## src/rtl/soc_dmem_dma.sv

```systemverilog
// ----------------------------------------------------------------------------
// soc_dmem_dma
// Block-copy / block-fill engine that owns port B of the dual-port DMEM
// wrapper. The CPU keeps port A; this engine moves or initialises word blocks
// in the background.
//
// Ports
//   mclk, puc_rst          clock (rising edge), async active-high reset
//   start, mode            1-cycle request (accepted in IDLE), 0=copy 1=fill
//   src_addr, dst_addr     start word addresses, sampled at start
//   len, fill_val          word count (0 allowed) and fill pattern
//   abort                  end the transfer after the current cycle
//   busy, done, aborted    status: busy during RD/CAP/WR, done 1-cycle pulse,
//                          aborted held until the next accepted start
//   words_left             remaining word count
//   enb, web, addrb, dinb  RAM port B controls (Moore-decoded)
//   doutb                  RAM port B read data, valid the cycle after a read
// ----------------------------------------------------------------------------
module soc_dmem_dma #(
    parameter int ADDR_W = 12,
    parameter int LEN_W  = 12
) (
    input  logic              mclk,
    input  logic              puc_rst,
    input  logic              start,
    input  logic              mode,
    input  logic [ADDR_W-1:0] src_addr,
    input  logic [ADDR_W-1:0] dst_addr,
    input  logic [LEN_W-1:0]  len,
    input  logic [15:0]       fill_val,
    input  logic              abort,
    output logic              busy,
    output logic              done,
    output logic              aborted,
    output logic [LEN_W-1:0]  words_left,
    output logic              enb,
    output logic [1:0]        web,
    output logic [ADDR_W-1:0] addrb,
    output logic [15:0]       dinb,
    input  logic [15:0]       doutb
);

    localparam logic [2:0] S_IDLE = 3'd0;
    localparam logic [2:0] S_RD   = 3'd1;
    localparam logic [2:0] S_CAP  = 3'd2;
    localparam logic [2:0] S_WR   = 3'd3;
    localparam logic [2:0] S_FIN  = 3'd4;

    logic [2:0]        r_state;
    logic [2:0]        w_state_nxt;
    logic              r_aborted;
    logic [LEN_W-1:0]  r_cnt;
    logic [ADDR_W-1:0] r_src;
    logic [ADDR_W-1:0] r_dst;
    logic              r_mode;
    logic [15:0]       r_fill;
    logic [15:0]       r_data;

    logic w_accept;
    logic w_active;

    assign w_accept = (r_state == S_IDLE) && start;
    assign w_active = (r_state == S_RD) || (r_state == S_CAP) || (r_state == S_WR);

    always_comb begin
        w_state_nxt = r_state;
        case (r_state)
            S_IDLE: begin
                if (start) begin
                    if (len == '0)
                        w_state_nxt = S_FIN;
                    else if (mode)
                        w_state_nxt = S_WR;
                    else
                        w_state_nxt = S_RD;
                end
            end
            S_RD:  w_state_nxt = abort ? S_FIN : S_CAP;
            S_CAP: w_state_nxt = abort ? S_FIN : S_WR;
            S_WR: begin
                // The count is checked before its decrement: 1 means this is the last word.
                if (abort || (r_cnt == LEN_W'(1)))
                    w_state_nxt = S_FIN;
                else if (r_mode)
                    w_state_nxt = S_WR;
                else
                    w_state_nxt = S_RD;
            end
            S_FIN:   w_state_nxt = S_IDLE;
            default: w_state_nxt = S_IDLE;
        endcase
    end

    // Control state: the only registers that need reset values
    always_ff @(posedge mclk or posedge puc_rst) begin
        if (puc_rst) begin
            r_state   <= S_IDLE;
            r_aborted <= 1'b0;
            r_cnt     <= '0;
        end else begin
            r_state <= w_state_nxt;
            if (w_accept) begin
                r_aborted <= 1'b0;
                r_cnt     <= len;
            end else begin
                if (r_state == S_WR)
                    r_cnt <= r_cnt - LEN_W'(1);
                if (w_active && abort)
                    r_aborted <= 1'b1;
            end
        end
    end

    // Datapath: addresses wrap naturally modulo 2**ADDR_W
    always_ff @(posedge mclk) begin
        if (w_accept) begin
            r_src  <= src_addr;
            r_dst  <= dst_addr;
            r_mode <= mode;
            r_fill <= fill_val;
        end else begin
            if (r_state == S_CAP)
                r_data <= doutb;
            if (r_state == S_WR) begin
                r_dst <= r_dst + ADDR_W'(1);
                if (!r_mode)
                    r_src <= r_src + ADDR_W'(1);
            end
        end
    end

    // Moore decode of the RAM port and status outputs
    assign enb        = (r_state == S_RD) || (r_state == S_WR);
    assign web        = (r_state == S_WR) ? 2'b11 : 2'b00;
    assign addrb      = (r_state == S_RD) ? r_src :
                        (r_state == S_WR) ? r_dst : '0;
    assign dinb       = (r_state == S_WR) ? (r_mode ? r_fill : r_data) : 16'h0000;
    assign busy       = w_active;
    assign done       = (r_state == S_FIN);
    assign aborted    = r_aborted;
    assign words_left = r_cnt;

endmodule

```

## config.mk

```make
export PLATFORM = sky130hd
export DESIGN_NAME = soc_dmem_dma
export DESIGN_NICKNAME = d
export VERILOG_FILES = /design/src/rtl/soc_dmem_dma.sv
export SDC_FILE = /design/constraint.sdc
export NUM_CORES = 1
export LEC_CHECK = 0
export ABC_CLOCK_PERIOD_IN_PS = 2400
export BUFFER_PORTS_ARGS = -buffer_cell sky130_fd_sc_hd__buf_4
export CAP_MARGIN = 5
export CORE_MARGIN = 2
export CORE_UTILIZATION = 46
export CTS_CLUSTER_SIZE = 24
export DETAILED_ROUTE_END_ITERATION = 6
export PLACE_DENSITY_LB_ADDON = 0.08
export RECOVER_POWER = 25
export SLEW_MARGIN = 5
export SYNTH_ARGS = -nofsm -noshare
export SYNTH_HDL_FRONTEND = slang
export SYNTH_SLANG_ARGS = --single-unit
export TNS_END_PERCENT = 20
```

## constraint.sdc

```tcl
create_clock -name mclk -period 2.4 [get_ports mclk]
set_input_delay 0.24 -clock mclk [delete_from_list [all_inputs] [get_ports mclk]]
set_output_delay 0.24 -clock mclk [all_outputs]
set_load 0.02 [all_outputs]
```

* After elaboration in Yosys (flattened, before gate mapping) *
Cells that the tools add are included.

operators by class
  add/subtract/negate cells = 3
  $mul = 0
  div/mod/pow operators = 0
  order comparisons = 0
  eq/ne operators = 7
  shift-type cells = 0
  multiplexer cells = 22
  bitwise logic cells = 1
  reduce and logical (&&, ||, !) cells = 12

operators by type and width
  cell                                                                    number
  12-bit two-way mux                                                      9
  16-bit two-way mux                                                      2
  12-bit by 1-bit adder with 12-bit output, second input constant         2
  3-bit two-way mux                                                       5
  12-bit by 1-bit equality test with 1-bit output, second input constant  1
  12-bit logical NOT                                                      1
  3-bit one-hot mux with 4 select lines                                   1
  12-bit by 1-bit subtractor with 12-bit output, second input constant    1
  3-bit by 2-bit equality test with 1-bit output, second input constant   2
  2-bit two-way mux                                                       3
  1-bit logical OR                                                        4
  2-bit AND reduction                                                     2
  2-bit nonzero test                                                      2
  3-bit by 1-bit equality test with 1-bit output, second input constant   1
  3-bit equality test, second input constant                              1
  3-bit logical NOT                                                       1
  1-bit logical AND                                                       2
  1-bit two-way mux                                                       2
  2-bit by 1-bit != test with 1-bit output, second input constant         1
  2-bit != test, second input constant                                    1
  1-bit inverter                                                          1

word-level totals
  register bits after elaboration = 73
  latch bits = 0
  RAM bits = 0
  bits in read-only memories = 0
  input bits = 73
  output and inout port bits = 46
  logic and storage cells = 53
  memories kept = 0

* Logic depth before layout (Yosys ltp) *
  depth after elaboration = 6
  depth in mapped cells = 8
  gate-level depth less buffers = 6

* Least setup slack after synthesis *
Ideal clock, no wire load.

  kind = reg-to-reg
  start point = register r_state[1]
  end point = register r_data[0], enable pin
  library setup time = 0.413 ns
  arrival = 2.136 ns
  data required time = 1.987 ns
  setup slack = -0.148 ns
  cell stages (with the launch flop) = 4
  buffers on the path = 2
  period minus slack after synthesis = 2.548 ns
  path through = dfrtp_1 > buf_2 > buf_2 > nor3b_1

between the ends
  longest elaborated chain between the ends = 4
  elaborated cells on any way between the ends = 5
  classes of those cells = eq/ne: 1; bitwise: 1; reduce/logical: 3

RTL lines
  what                                    RTL line  source
  from (decl)                             49        logic [2:0] r_state;
  from (signal assigned)                  101       r_state <= w_state_nxt;
  3-bit logical NOT                       62        assign w_accept = (r_state == S_IDLE) && start;
  1-bit logical AND                       62
  1-bit inverter (no source line)         -
  2-bit AND reduction (no source line) *  -
  to (signal assigned)                    123       r_data <= doutb;
  to (decl)                               57        logic [15:0] r_data;

Mark *: on every way between the ends. The rest lies on a longest branch, timed or not.
A chain may end at the register's enable or synchronous reset.

* Worst setup path after layout *
  start point = register r_state[0]
  end point = output port addrb[0]

between the ends
  longest elaborated chain between the ends = 3
  elaborated cells on any way between the ends = 4
  classes of those cells = eq/ne: 2; mux: 2

RTL lines
  what                                            RTL line  source
  3-bit by 2-bit equality test with 1-bit output  136       (r_state == S_WR) ? r_dst : '0;
  12-bit two-way mux                              136
  12-bit two-way mux *                            135       assign addrb = (r_state == S_RD) ? r_src :
  to (decl)                                       38        output logic [ADDR_W-1:0] addrb,

Marked as above.

==> out/qor.txt <==
status - completed
R2R cell count - 5
data arrival time of the worst path - 1710 ps
initial antenna violation count - 0
ys async rst share - 21.9%
vias - 2992
Die Span Y - 94.1 um
post-synthesis xor/xnor area fraction - 4.92%
Internal Pwr Total - 3.64 mW
Synth Warn # - 0
CTS resizes - 0
number of synthesized flops with an enable pin - 57
Hold Crit Endpoint - r_data[10]
Ant. Diodes - 0
critical path required time - 2160 ps
die area - 8860 sq um
Tmin final - 1950 ps
critical path type - reg -> out
Area growth syn-to-layout - 33.6%
worst slew pin tran - 655 ps
port bufs - 118
H-tree depth - 3
#FFs+latches synth - 73
Hold/Removal Path Class - in -> reg
final hold violations - 0
Comb power frac - 40.4%
Max Clock Skew - 8.40 ps
Routed WL per cell - 15.2 um
Max Cap Viol - 0
Setup crit start kind - flop
clock network fraction of total power - 19.8%
nets@finish - 541
worst r2r src - r_state[2]
reg2reg setup slack - 510 ps
gpl congestion - 0.839
total nets after synthesis - 421
Starting DRT DRC Count - 90
P_sw - 2.27 mW
Compound-Gate Fraction of Synth Area - 8.04%
vias in the first global route - 2872
number of clock sinks - 73
Post-route DRC - 0
Leak - 2.06 nW
vias per cell - 5.25
post-route setup slack - 449 ps
CP max-delay cell - dfrtp_1
post-route ant nets - 0
layout cells sized above 1 - 32.1%
crit-path cells - nand2b_1 -> nor2_1 -> buf_4
routed wire length - 8.66 mm
Final period util - 81.3%
Synth Instances - 344
post-synthesis adder-cell area fraction - 1.34%
Post-Synth Simple-Gate Area - 18.2%
RSZ-0062 raised after global routing - false
Clk pin slew, worst setup/hold paths - 80 ps
register area share after synthesis - 56.5%
WHS - 82.3 ps
clock buffer count from CTS - 9
main combinational cell family by area after synthesis - simple AND/OR/NAND/NOR gates
Max VDD drop - 0.579 mV
total chip power - 5.91 mW
Power Density - 1180 nW/um^2
Slew headroom - 56.2%
Hold Crit Depth - 1
Die W - 94.1 um
hold_sp - doutb[10]
r2r endpoint - words_left[1]
critical path fanouts, max - 13
row cnt - 32
Fmax - 513 MHz
Net Sw Frac - 38.4%
top_reg_cell synth - edfxtp_1
total track usage - 20.0%
Starting Density - 47.8%
Cell variety after synth - 44
CTS Root Cell - clkbuf_8
Slew Viols, Final - 0
crit end category - output pin
Avg Inst Size Synth - 10.9 sq um
TritonCTS clock tree - yes
pin count of the biggest net entering global routing - 74
Clock Tree Buf Depth - 2
Setup TNS Final - 0 ps
HPWL after detailed placement - 6.19 mm
Netlist Area Pre-Place - 3730 sq um
Clock Latency Late Sink - 350 ps
Flop pwr share - 39.8%
first-pass GRT wire length - 13.5 mm
# setup viols final - 0
IO Pins - 119
post-synthesis mux area share - 7.50%
core region area - 7810 sq um
critical path's largest stage delay - 550 ps
drt first pass iters - 4
pre-CTS setup slack - 528 ps
Final Util - 63.9%
grt ovf - 0
## worst max-delay path by stage
stage                     slack (ps)           from             to  cells after the start
after global placement           600  words_left[0]  words_left[6]                      5
after floorplan                  170     r_state[1]       r_src[0]                      4
after CTS                        400     r_state[0]       addrb[0]                      3
final                            450     r_state[0]       addrb[0]                      3
after detailed placement         530     r_state[2]  words_left[1]                      5
after global routing             310     r_state[2]  words_left[1]                      5
## registers in the layout, summed over array words and instances (netlist names)
signal	flops
r_fill	16
r_state	3
r_data	16
r_mode	1
words_left	12
r_src	12
r_dst	12
aborted	1
## power by group through the flow
| stage | Clock (mW) | Combinational [mW] | Sequential, mW |
|---|---|---|---|
| after floorplan | 0 | 1.50 | 2.36 |
| after global placement | 0 | 2.38 | 2.35 |
| after detailed placement | 0 | 2.41 | 2.37 |
| after CTS | 1.19 | 2.42 | 2.35 |
| after global routing | 1.24 | 2.64 | 2.41 |
| final | 1.17 | 2.39 | 2.35 |
## layer usage
layer	share of wire [%]	GRT usage, %
met1	44	26.6
met2	46	31.5
met3	8.4	7.06
met4	0.96	4.71
met5	0	0
## cell usage after synthesis (2+ instances only)
library cell | n | area, sq um
nand4_1 | 7 | 43.8
o21ai_0 | 20 | 100
a31oi_1 | 4 | 25.0
a221o_1 | 2 | 20.0
nor4_1 | 5 | 31.3
xnor2_1 | 11 | 96.3
nor2_1 | 40 | 150
o221ai_1 | 2 | 17.5
xor2_1 | 10 | 87.6
nand3_1 | 15 | 75.1
nor3_2 | 2 | 20.0
inv_1 | 10 | 37.5
dfrtp_1 | 16 | 400
nand2_1 | 48 | 180
and4_1 | 2 | 17.5
o21ai_1 | 8 | 40.0
nor3_1 | 7 | 35.0
mux2i_1 | 28 | 280
and2_1 | 2 | 12.5
edfxtp_1 | 57 | 1710
nor3b_1 | 2 | 15.0
buf_2 | 11 | 55.1
clkbuf_1 | 6 | 22.5
o211ai_1 | 4 | 30.0
ha_1 | 4 | 50.1
a21oi_1 | 3 | 15.0
## layout make-up
cell class	instances	area, sq um
well taps	102	128
multi-input cells	241	1500
clock inverters	6	115
flip-flops and latches	73	2110
repair buffers	128	972
clock buffers	9	124
inverters	11	41.3
fillers	686	2820
## cell families (layout without fill, tap and decap cells)
| logic type | after synthesis | in the layout |
|---|---|---|
| buf+inv | 30 | 154 |
| fa+ha+maj | 4 | 4 |
| xor+xnor | 21 | 21 |
| mux | 28 | 28 |
| simple gates | 139 | 139 |
| compound gates | 49 | 49 |
| flops | 73 | 73 |
## cells in the final DEF (no fill, tap or decap), types with 7 or more instances in the layout
cell type / Yosys / final
nor2_1: 40 / 40
o21ai_1: 8 / 8
edfxtp_1: 57 / 57
clkbuf_8: 0 / 9
nand3_1: 15 / 15
dfrtp_1: 16 / 16
buf_4: 1 / 92
nand2_1: 48 / 48
nor3_1: 7 / 7
o21ai_0: 20 / 20
mux2i_1: 28 / 28
inv_1: 10 / 10
xnor2_1: 11 / 11
clkbuf_4: 0 / 33
xor2_1: 10 / 10
nand4_1: 7 / 7
## worst max-delay path, delay by kind of cell, from the launching register on
kind	cells	cell delay, ps
and+or+nand+nor	2	640
buffers and inverters	1	170
DFF	1	550
## what timing repair did
action                    CTS  global route
hold buffers                1             0
hold endpoints to repair   16             0
setup buffers               0             0
## metrics by stage
| stage | cell area, sq um | instances |
|---|---|---|
| after floorplan | 3740 | 344 |
| after global routing | 4990 | 570 |
| after CTS | 4990 | 570 |
| after detailed placement | 4740 | 554 |
| final | 4990 | 570 |
| after global placement | 4740 | 554 |
(Power assumes the default switching activity.)
